--- config.mk ---
export PLATFORM = sky130hd
export DESIGN_NAME = riscv_core_amo_unit
export DESIGN_NICKNAME = d
export VERILOG_FILES = /design/src/rtl/riscv_core_amo_unit.sv
export SDC_FILE = /design/constraint.sdc
export NUM_CORES = 1
export LEC_CHECK = 0
export BUFFER_PORTS_ARGS = -buffer_cell sky130_fd_sc_hd__buf_4
export CORE_MARGIN = 3
export CORE_UTILIZATION = 47
export CTS_CLUSTER_SIZE = 30
export DETAILED_ROUTE_END_ITERATION = 8
export PLACE_DENSITY = 0.71
export SLEW_MARGIN = 25
export SYNTH_ARGS = -nofsm -noshare
export SYNTH_HDL_FRONTEND = slang
export SYNTH_SLANG_ARGS = --single-unit
--- constraint.sdc ---
create_clock -name i_clk -period 5.8 [get_ports i_clk]
set_input_delay 1.16 -clock i_clk [delete_from_list [all_inputs] [get_ports i_clk]]
set_output_delay 1.16 -clock i_clk [all_outputs]
set_load 0.02 [all_outputs]
--- src/rtl/riscv_core_amo_unit.sv ---
// LR/SC/AMO sequencer for the MEM stage; owns the single reservation. Latency: SC-fail/misaligned 1, SC 2, LR 3, AMO 4 cycles min.
// Backpressure: o_mem_valid/addr/we/wdata held until i_mem_ready; pipeline stalled via combinational o_amo_unit_busy.
module riscv_core_amo_unit #(
    parameter int XLEN = 64
) (
    input  logic            i_clk,
    input  logic            i_rst_n,
    input  logic            i_amo_unit_start,
    input  logic            i_amo_unit_amo,
    input  logic            i_amo_unit_lr,
    input  logic            i_amo_unit_sc,
    input  logic [3:0]      i_amo_unit_amo_op,
    input  logic [1:0]      i_amo_unit_size,
    input  logic [XLEN-1:0] i_amo_unit_addr,
    input  logic [XLEN-1:0] i_amo_unit_rs2,
    input  logic            i_amo_unit_resv_clear,
    input  logic            i_amo_unit_snoop_valid,
    input  logic [XLEN-1:0] i_amo_unit_snoop_addr,
    output logic            o_amo_unit_busy,
    output logic            o_amo_unit_done,
    output logic [XLEN-1:0] o_amo_unit_result,
    output logic            o_amo_unit_misaligned,
    output logic            o_mem_valid,
    output logic            o_mem_we,
    output logic [XLEN-1:0] o_mem_addr,
    output logic [XLEN-1:0] o_mem_wdata,
    output logic [1:0]      o_mem_size,
    input  logic            i_mem_ready,
    input  logic            i_mem_rvalid,
    input  logic [XLEN-1:0] i_mem_rdata
);

    typedef enum logic [2:0] {
        S_IDLE    = 3'd0,
        S_RD_REQ  = 3'd1,
        S_RD_WAIT = 3'd2,
        S_WR_REQ  = 3'd3,
        S_DONE    = 3'd4
    } state_t;

    state_t            r_state;
    state_t            w_next_state;

    logic [XLEN-1:0]   r_addr;
    logic [XLEN-1:0]   r_rs2;
    logic [3:0]        r_op;
    logic [1:0]        r_size;
    logic              r_dw;
    logic              r_is_lr;
    logic              r_is_sc;
    logic [XLEN-1:0]   r_loaded;

    logic              r_mem_valid;
    logic              r_mem_we;
    logic [XLEN-1:0]   r_mem_wdata;
    logic              r_done;
    logic [XLEN-1:0]   r_result;
    logic              r_misal;

    logic              r_resv_vld;
    logic [XLEN-4:0]   r_resv_addr;
    logic              r_resv_dw;

    logic              w_accept;
    logic              w_in_dw;
    logic              w_in_sc;
    logic              w_in_lr;
    logic              w_in_misal;
    logic              w_snoop_hit;
    logic              w_kill;
    logic              w_sc_ok;
    logic [XLEN-1:0]   w_sc_wdata;

    logic [XLEN-1:0]   w_ld_val;
    logic [XLEN-1:0]   w_rs2_s;
    logic [XLEN-1:0]   w_ld_u;
    logic [XLEN-1:0]   w_rs2_u;
    logic              w_lt_s;
    logic              w_lt_u;
    logic [XLEN-1:0]   w_alu;
    logic [XLEN-1:0]   w_amo_wdata;

    logic              w_mem_valid_nxt;
    logic              w_mem_we_nxt;
    logic [XLEN-1:0]   w_mem_wdata_nxt;
    logic              w_done_nxt;
    logic [XLEN-1:0]   w_result_nxt;
    logic              w_misal_nxt;
    logic              w_resv_set;
    logic              w_resv_sc_kill;
    logic              w_load_cap;
    logic              w_unused;

    // Type flags are decoded one-hot upstream; AMO takes priority, and no flag at all runs as an AMO.
    assign w_accept    = (r_state == S_IDLE) & i_amo_unit_start;
    assign w_in_dw     = (i_amo_unit_size != 2'b10);
    assign w_in_sc     = i_amo_unit_sc & ~i_amo_unit_amo;
    assign w_in_lr     = i_amo_unit_lr & ~i_amo_unit_amo & ~i_amo_unit_sc;
    assign w_in_misal  = w_in_dw ? (i_amo_unit_addr[2:0] != 3'b000) : (i_amo_unit_addr[1:0] != 2'b00);

    assign w_snoop_hit = i_amo_unit_snoop_valid & (i_amo_unit_snoop_addr[XLEN-1:3] == r_resv_addr);
    assign w_kill      = i_amo_unit_resv_clear | w_snoop_hit;
    assign w_sc_ok     = r_resv_vld & ~w_kill & (i_amo_unit_addr[XLEN-1:3] == r_resv_addr) & (r_resv_dw == w_in_dw);
    assign w_sc_wdata  = w_in_dw ? i_amo_unit_rs2 : {32'b0, i_amo_unit_rs2[31:0]};
    assign w_unused    = &{1'b0, i_amo_unit_snoop_addr[2:0]};

    assign w_ld_val    = r_dw ? i_mem_rdata : {{32{i_mem_rdata[31]}}, i_mem_rdata[31:0]};
    assign w_rs2_s     = r_dw ? r_rs2 : {{32{r_rs2[31]}}, r_rs2[31:0]};
    assign w_ld_u      = r_dw ? i_mem_rdata : {32'b0, i_mem_rdata[31:0]};
    assign w_rs2_u     = r_dw ? r_rs2 : {32'b0, r_rs2[31:0]};
    assign w_lt_s      = $signed(w_ld_val) < $signed(w_rs2_s);
    assign w_lt_u      = w_ld_u < w_rs2_u;

    always_comb begin
        w_alu = w_rs2_s;
        case (r_op)
            4'b0001: w_alu = w_ld_val + w_rs2_s;
            4'b0010: w_alu = w_ld_val & w_rs2_s;
            4'b0011: w_alu = w_ld_val | w_rs2_s;
            4'b0100: w_alu = w_ld_val ^ w_rs2_s;
            4'b0101: w_alu = w_lt_s ? w_rs2_s : w_ld_val;
            4'b0110: w_alu = w_lt_s ? w_ld_val : w_rs2_s;
            4'b0111: w_alu = w_lt_u ? w_rs2_s : w_ld_val;
            4'b1000: w_alu = w_lt_u ? w_ld_val : w_rs2_s;
            default: w_alu = w_rs2_s;
        endcase
    end

    assign w_amo_wdata = r_dw ? w_alu : {32'b0, w_alu[31:0]};

    always_ff @(posedge i_clk or negedge i_rst_n) begin
        if (!i_rst_n) begin
            r_state <= S_IDLE;
        end else begin
            r_state <= w_next_state;
        end
    end

    always_comb begin
        w_next_state    = r_state;
        w_mem_valid_nxt = r_mem_valid;
        w_mem_we_nxt    = r_mem_we;
        w_mem_wdata_nxt = r_mem_wdata;
        w_done_nxt      = 1'b0;
        w_result_nxt    = '0;
        w_misal_nxt     = 1'b0;
        w_resv_set      = 1'b0;
        w_resv_sc_kill  = 1'b0;
        w_load_cap      = 1'b0;
        case (r_state)
            S_IDLE: begin
                if (i_amo_unit_start) begin
                    if (w_in_misal) begin
                        w_next_state = S_DONE;
                        w_done_nxt   = 1'b1;
                        w_misal_nxt  = 1'b1;
                    end else if (w_in_sc) begin
                        w_resv_sc_kill = 1'b1;
                        if (w_sc_ok) begin
                            w_next_state    = S_WR_REQ;
                            w_mem_valid_nxt = 1'b1;
                            w_mem_we_nxt    = 1'b1;
                            w_mem_wdata_nxt = w_sc_wdata;
                        end else begin
                            w_next_state = S_DONE;
                            w_done_nxt   = 1'b1;
                            w_result_nxt = {{(XLEN-1){1'b0}}, 1'b1};
                        end
                    end else begin
                        w_next_state    = S_RD_REQ;
                        w_mem_valid_nxt = 1'b1;
                        w_mem_we_nxt    = 1'b0;
                    end
                end
            end
            S_RD_REQ: begin
                if (i_mem_ready) begin
                    w_mem_valid_nxt = 1'b0;
                    w_next_state    = S_RD_WAIT;
                end
            end
            S_RD_WAIT: begin
                if (i_mem_rvalid) begin
                    w_load_cap = 1'b1;
                    if (r_is_lr) begin
                        w_next_state = S_DONE;
                        w_done_nxt   = 1'b1;
                        w_result_nxt = w_ld_val;
                        w_resv_set   = 1'b1;
                    end else begin
                        w_next_state    = S_WR_REQ;
                        w_mem_valid_nxt = 1'b1;
                        w_mem_we_nxt    = 1'b1;
                        w_mem_wdata_nxt = w_amo_wdata;
                    end
                end
            end
            S_WR_REQ: begin
                if (i_mem_ready) begin
                    w_mem_valid_nxt = 1'b0;
                    w_mem_we_nxt    = 1'b0;
                    w_next_state    = S_DONE;
                    w_done_nxt      = 1'b1;
                    w_result_nxt    = r_is_sc ? '0 : r_loaded;
                end
            end
            S_DONE:  w_next_state = S_IDLE;
            default: w_next_state = S_IDLE;
        endcase
    end

    always_ff @(posedge i_clk or negedge i_rst_n) begin
        if (!i_rst_n) begin
            r_addr      <= '0;
            r_rs2       <= '0;
            r_op        <= '0;
            r_size      <= '0;
            r_dw        <= 1'b0;
            r_is_lr     <= 1'b0;
            r_is_sc     <= 1'b0;
            r_loaded    <= '0;
            r_mem_valid <= 1'b0;
            r_mem_we    <= 1'b0;
            r_mem_wdata <= '0;
            r_done      <= 1'b0;
            r_result    <= '0;
            r_misal     <= 1'b0;
        end else begin
            if (w_accept) begin
                r_addr  <= i_amo_unit_addr;
                r_rs2   <= i_amo_unit_rs2;
                r_op    <= i_amo_unit_amo_op;
                r_size  <= i_amo_unit_size;
                r_dw    <= w_in_dw;
                r_is_lr <= w_in_lr;
                r_is_sc <= w_in_sc;
            end
            if (w_load_cap) begin
                r_loaded <= w_ld_val;
            end
            r_mem_valid <= w_mem_valid_nxt;
            r_mem_we    <= w_mem_we_nxt;
            r_mem_wdata <= w_mem_wdata_nxt;
            r_done      <= w_done_nxt;
            r_result    <= w_result_nxt;
            r_misal     <= w_misal_nxt;
        end
    end

    // An LR fill outranks a same-cycle kill; an SC always consumes the reservation.
    always_ff @(posedge i_clk or negedge i_rst_n) begin
        if (!i_rst_n) begin
            r_resv_vld  <= 1'b0;
            r_resv_addr <= '0;
            r_resv_dw   <= 1'b0;
        end else if (w_resv_set) begin
            r_resv_vld  <= 1'b1;
            r_resv_addr <= r_addr[XLEN-1:3];
            r_resv_dw   <= r_dw;
        end else if (w_kill | w_resv_sc_kill) begin
            r_resv_vld  <= 1'b0;
        end
    end

    assign o_amo_unit_busy       = ((r_state != S_IDLE) & (r_state != S_DONE)) |
                                   ((r_state == S_IDLE) & i_amo_unit_start);
    assign o_amo_unit_done       = r_done;
    assign o_amo_unit_result     = r_result;
    assign o_amo_unit_misaligned = r_misal;
    assign o_mem_valid           = r_mem_valid;
    assign o_mem_we              = r_mem_we;
    assign o_mem_addr            = r_addr;
    assign o_mem_wdata           = r_mem_wdata;
    assign o_mem_size            = r_size;

endmodule

==> run summary <==
The run finished with clean final reports. Clock-pin slew was measured on the worst setup and hold paths at 70 ps. The min-delay analysis places its worst path in the category in2async. The detailed-routing iteration count for the pre-antenna-repair pass was 6; the global-route wire length before repair was 159000 um. The final RePlAce weighted congestion came out at 0.968.

The number of setup buffers added after CTS is 0. The clock network power share is 0.154, and the actual transition at the worst max-transition pin is 945 ps. Once detailed placement completed, the half-perimeter wirelength came to 78300 um. The run gives 3417 as the number of instances in the synthesized netlist. The sequential area share after synthesis came out at 0.365. For the logic gate share of total power, the log shows 0.605. The run gives 199 MHz as the maximum frequency from static timing analysis. The starting density of the core came out at 0.480. The share of flip-flops with an asynchronous set or reset after synthesis is 1.00, and the worst setup slack for register-to-register paths is 770 ps.

Counting both buffers and inverters, the worst setup path holds a total of 4. For this run, the slowest stage of the critical path takes 510 ps. For the post-cts hold buffer count, the log shows 0. The number of enable-type register cells in the synthesized netlist is 0. The final critical-path share of the clock period is 0.868, and the data required time of the worst path is 6270 ps.

Across the VDD grid, the largest voltage drop is 0.412 mV. The post-cts resize count was 0. For this run, the post-layout net count is 4334.

The mean number of vias per cell came out at 5.92. The portion of total power attributed to sequential cells came out at 0.242. In the routed design, unresolved DRC markers number 0. The most common library cell in the layout ignoring fill and taps is nand2_1. The run gives 0 as the count of maximum capacitance violations.

The fraction of power spent switching nets came out at 0.499. The most critical setup path has its startpoint at r_rs2[31]$_DFFE_PN0P_. The tools report the endpoint class of the critical path as a flip-flop. Once detail routing completed, the nets flagged for antenna violations numbered 0.

The floorplan has 87 rows. Clock tree synthesis selected as its root buffer the cell clkbuf_16. The run gives 0 as the number of warnings reported in the yosys synthesis log. The reg-to-reg endpoint is o_mem_wdata[56]$_DFFE_PN0P_.

The setup skew after layout is 34.6 ps. Walking the worst path, the cells encountered are inv_1, nor2_2, buf_12, a21oi_1, ha_1, nor4_1, nand2_1, nor4b_1, buf_4, nor3b_4, a22oi_2, o211ai_1, o211a_1, nand2_1, buf_4, nor4_1, o21ai_0. The share of post-route cells with drive strength above 1 came out at 0.193.

The total via count in the routed design is 27400, and the area added between synthesis and finish is 23.3%. After floorplanning, the core was sized to cover 56900 um2. CTS built an H-tree with a depth of 2. In the final timing run, aggregate negative setup slack is 0 ps.

The total non-filler cell area in the finished layout is 33700 um2. Internal power comes to 9950 uW. The leakage power total is 0.0166 uW, and the number of global-route vias before repair is 26700. Measured along the x axis, the die boundary spans 247 um.

Buffers inserted during clock tree synthesis total 47. The synthesized area per cell is 8.00 um2. The reg-to-reg startpoint was r_rs2[31]$_DFFE_PN0P_. The power per standard cell area is 589 nW/um2, and the area after detailed placement is 32100 um2. The insertion delay to the later sink of the worst-skew pair is 620 ps.

Counting flops and latches in the post-synthesis netlist gives 399. For the unique cell type count in the Yosys netlist, the log shows 83. Setup repair after global routing left no endpoint under its margin. The primary flip-flop cell chosen by synthesis mapping was dfrtp_1. TritonCTS built the clock tree. The detailed router finished its first iteration with 2717 violations.

The number of sinks driven by the clock tree is 399. Subtracting the final worst setup slack from the clock period gives 5030 ps. The logs give 10 for the number of antenna violations at the first check in global routing and 0 for the count of endpoints failing setup in the final report. The area of the die came out at 61100 um2.

For the data arrival time of the worst path, the log shows 5500 ps. In the layout the commonest cells are nand2_1, buf_4, dfrtp_1, nor2_1, o21ai_0. The count of cells along the worst register-to-register path came out at 17.

The type of the worst setup path is reg2reg. The total count of max-transition violations in the final report came out at 0. The number of I/O pins was 471; the net switching power of the design was 9920 uW.

For the pin count of the biggest net entering global routing, the log shows 129. On the critical path the largest part of the delay comes from simple AND/OR/NAND/NOR gates. Cell at the slowest stage of the critical path: a21oi_1.

The worst setup path is launched from a flip-flop. The run gives 0.339 as the global-route total usage across every layer. The post-synthesis cell area is 27400 um2, and the remaining max-slew budget at the tightest pin is 0.365. The number of nets handed over by synthesis was 3914. The die is 247 um tall. Number of hold violations in the final report: 0. The routed design has 106000 um of wire. Port buffering added 467 buffers.

The average wire per cell in the routed design works out to 22.8 um. The highest net fanout along the worst path works out to 31. For this run the aggregate overflow at the end of global routing stands at 0. The total chip power is 19900 uW. No sink is reached through more buffers than the 3 on the longest clock path.
## worst max path at each step
stage                                  end  slack (ps)  cells after the start
2_1_floorplan  o_mem_wdata[25]$_DFFE_PN0P_         550                     17
3_3_place_gp    o_mem_wdata[9]$_DFFE_PN0P_         330                     19
3_5_place_dp    o_mem_wdata[9]$_DFFE_PN0P_         300                     19
4_1_cts         o_mem_wdata[9]$_DFFE_PN0P_         880                     18
5_1_grt        o_mem_wdata[52]$_DFFE_PN0P_         560                     18
6_report       o_mem_wdata[56]$_DFFE_PN0P_         770                     17
## state kept, by name (all words and copies together) (netlist names), 2 cells and up
signal	cells
r_op	4
r_rs2	64
r_state	3
o_mem_size	2
o_amo_unit_result	64
o_mem_wdata	64
o_mem_addr	64
r_resv_addr	61
r_loaded	64
## cell families after synthesis
kind of cell             after synthesis  share of synthesized area
AO/OA/AOI/OAI                        841                      0.199
XOR/XNOR                             122                     0.0391
adder cells (fa/ha/maj)              225                      0.103
buffers and inverters                394                     0.0554
flip-flops                           399                      0.365
multiplexers                          41                     0.0165
AND/OR/NAND/NOR                     1395                      0.222
## layout make-up
| class | count | area [um2] |
|---|---|---|
| antenna | 7 | 17.5 |
| clock buffer | 63 | 1340 |
| clock inverter | 23 | 256 |
| fill | 5176 | 23200 |
| inverter | 179 | 672 |
| multi-input combinational | 2624 | 16000 |
| sequential | 399 | 9990 |
| tap | 756 | 946 |
| timing repair buffer | 586 | 4560 |
## per-stage QoR
stage	instances	setup slack, ps	util	hold WS, ps
6_report	4637	768	0.592	429
5_1_grt	4635	556	0.592	423
4_1_cts	4629	885	0.592	399
3_5_place_dp	4543	296	0.564	463
3_3_place_gp	4543	326	0.564	459
2_1_floorplan	3417	553	-	446
## synthesized netlist by cell type (all sizes together), types with 6 or more instances
master / number / area [um2]
and2: 43 / 269
nand2: 771 / 2900
or3: 14 / 87.6
a31o: 7 / 61.3
a211oi: 25 / 188
o221ai: 6 / 52.6
a21oi: 237 / 1200
a221oi: 75 / 676
o311ai: 11 / 96.3
a31oi: 13 / 81.3
a22oi: 27 / 208
nor3: 83 / 420
o21bai: 22 / 165
nor2b: 24 / 150
o21a: 9 / 67.6
nand4: 54 / 338
and3: 33 / 206
mux2: 33 / 372
ha: 224 / 2800
mux2i: 8 / 80.1
o211ai: 23 / 173
nand2b: 14 / 87.6
a2111oi: 14 / 148
clkbuf: 187 / 702
buf: 28 / 140
or4: 9 / 67.6
o21ai: 241 / 1210
dfrtp: 399 / 9980
xor2: 51 / 447
nand3: 49 / 245
a211o: 7 / 61.3
inv: 179 / 672
nor4: 29 / 181
o22ai: 8 / 50.1
a21o: 41 / 308
xnor2: 71 / 622
o31ai: 9 / 81.3
nor2: 254 / 953
o2111ai: 23 / 201
## power groups by stage
stage	Sequential (uW)	Clock (uW)	Combinational, uW
floorplan	5070	0	7020
global placement	4770	0	11600
detailed placement	4800	0	11700
CTS	4770	3100	11800
global route	4930	3210	13100
finish	4800	3060	12000
## worst register-to-register path: cells and delay by family (launching register included)
kind	cells	cell delay (ps)
adders and majority gates	1	450
buffers and inverters	4	810
DFF	1	450
AOI/OAI and AO/OA	5	1180
and+or+nand+nor	7	2000
## layer usage
| layer | up-vias | wire length [um] | global-route usage |
|---|---|---|---|
| met5 | - | 29 | 0 |
| met4 | 4 | 5850 | 0.169 |
| met3 | 259 | 8810 | 0.0691 |
| met2 | 1260 | 49400 | 0.555 |
| met1 | 13300 | 41400 | 0.428 |
| li1 | 12700 | - | - |
Power figures use the tool's default switching activity.
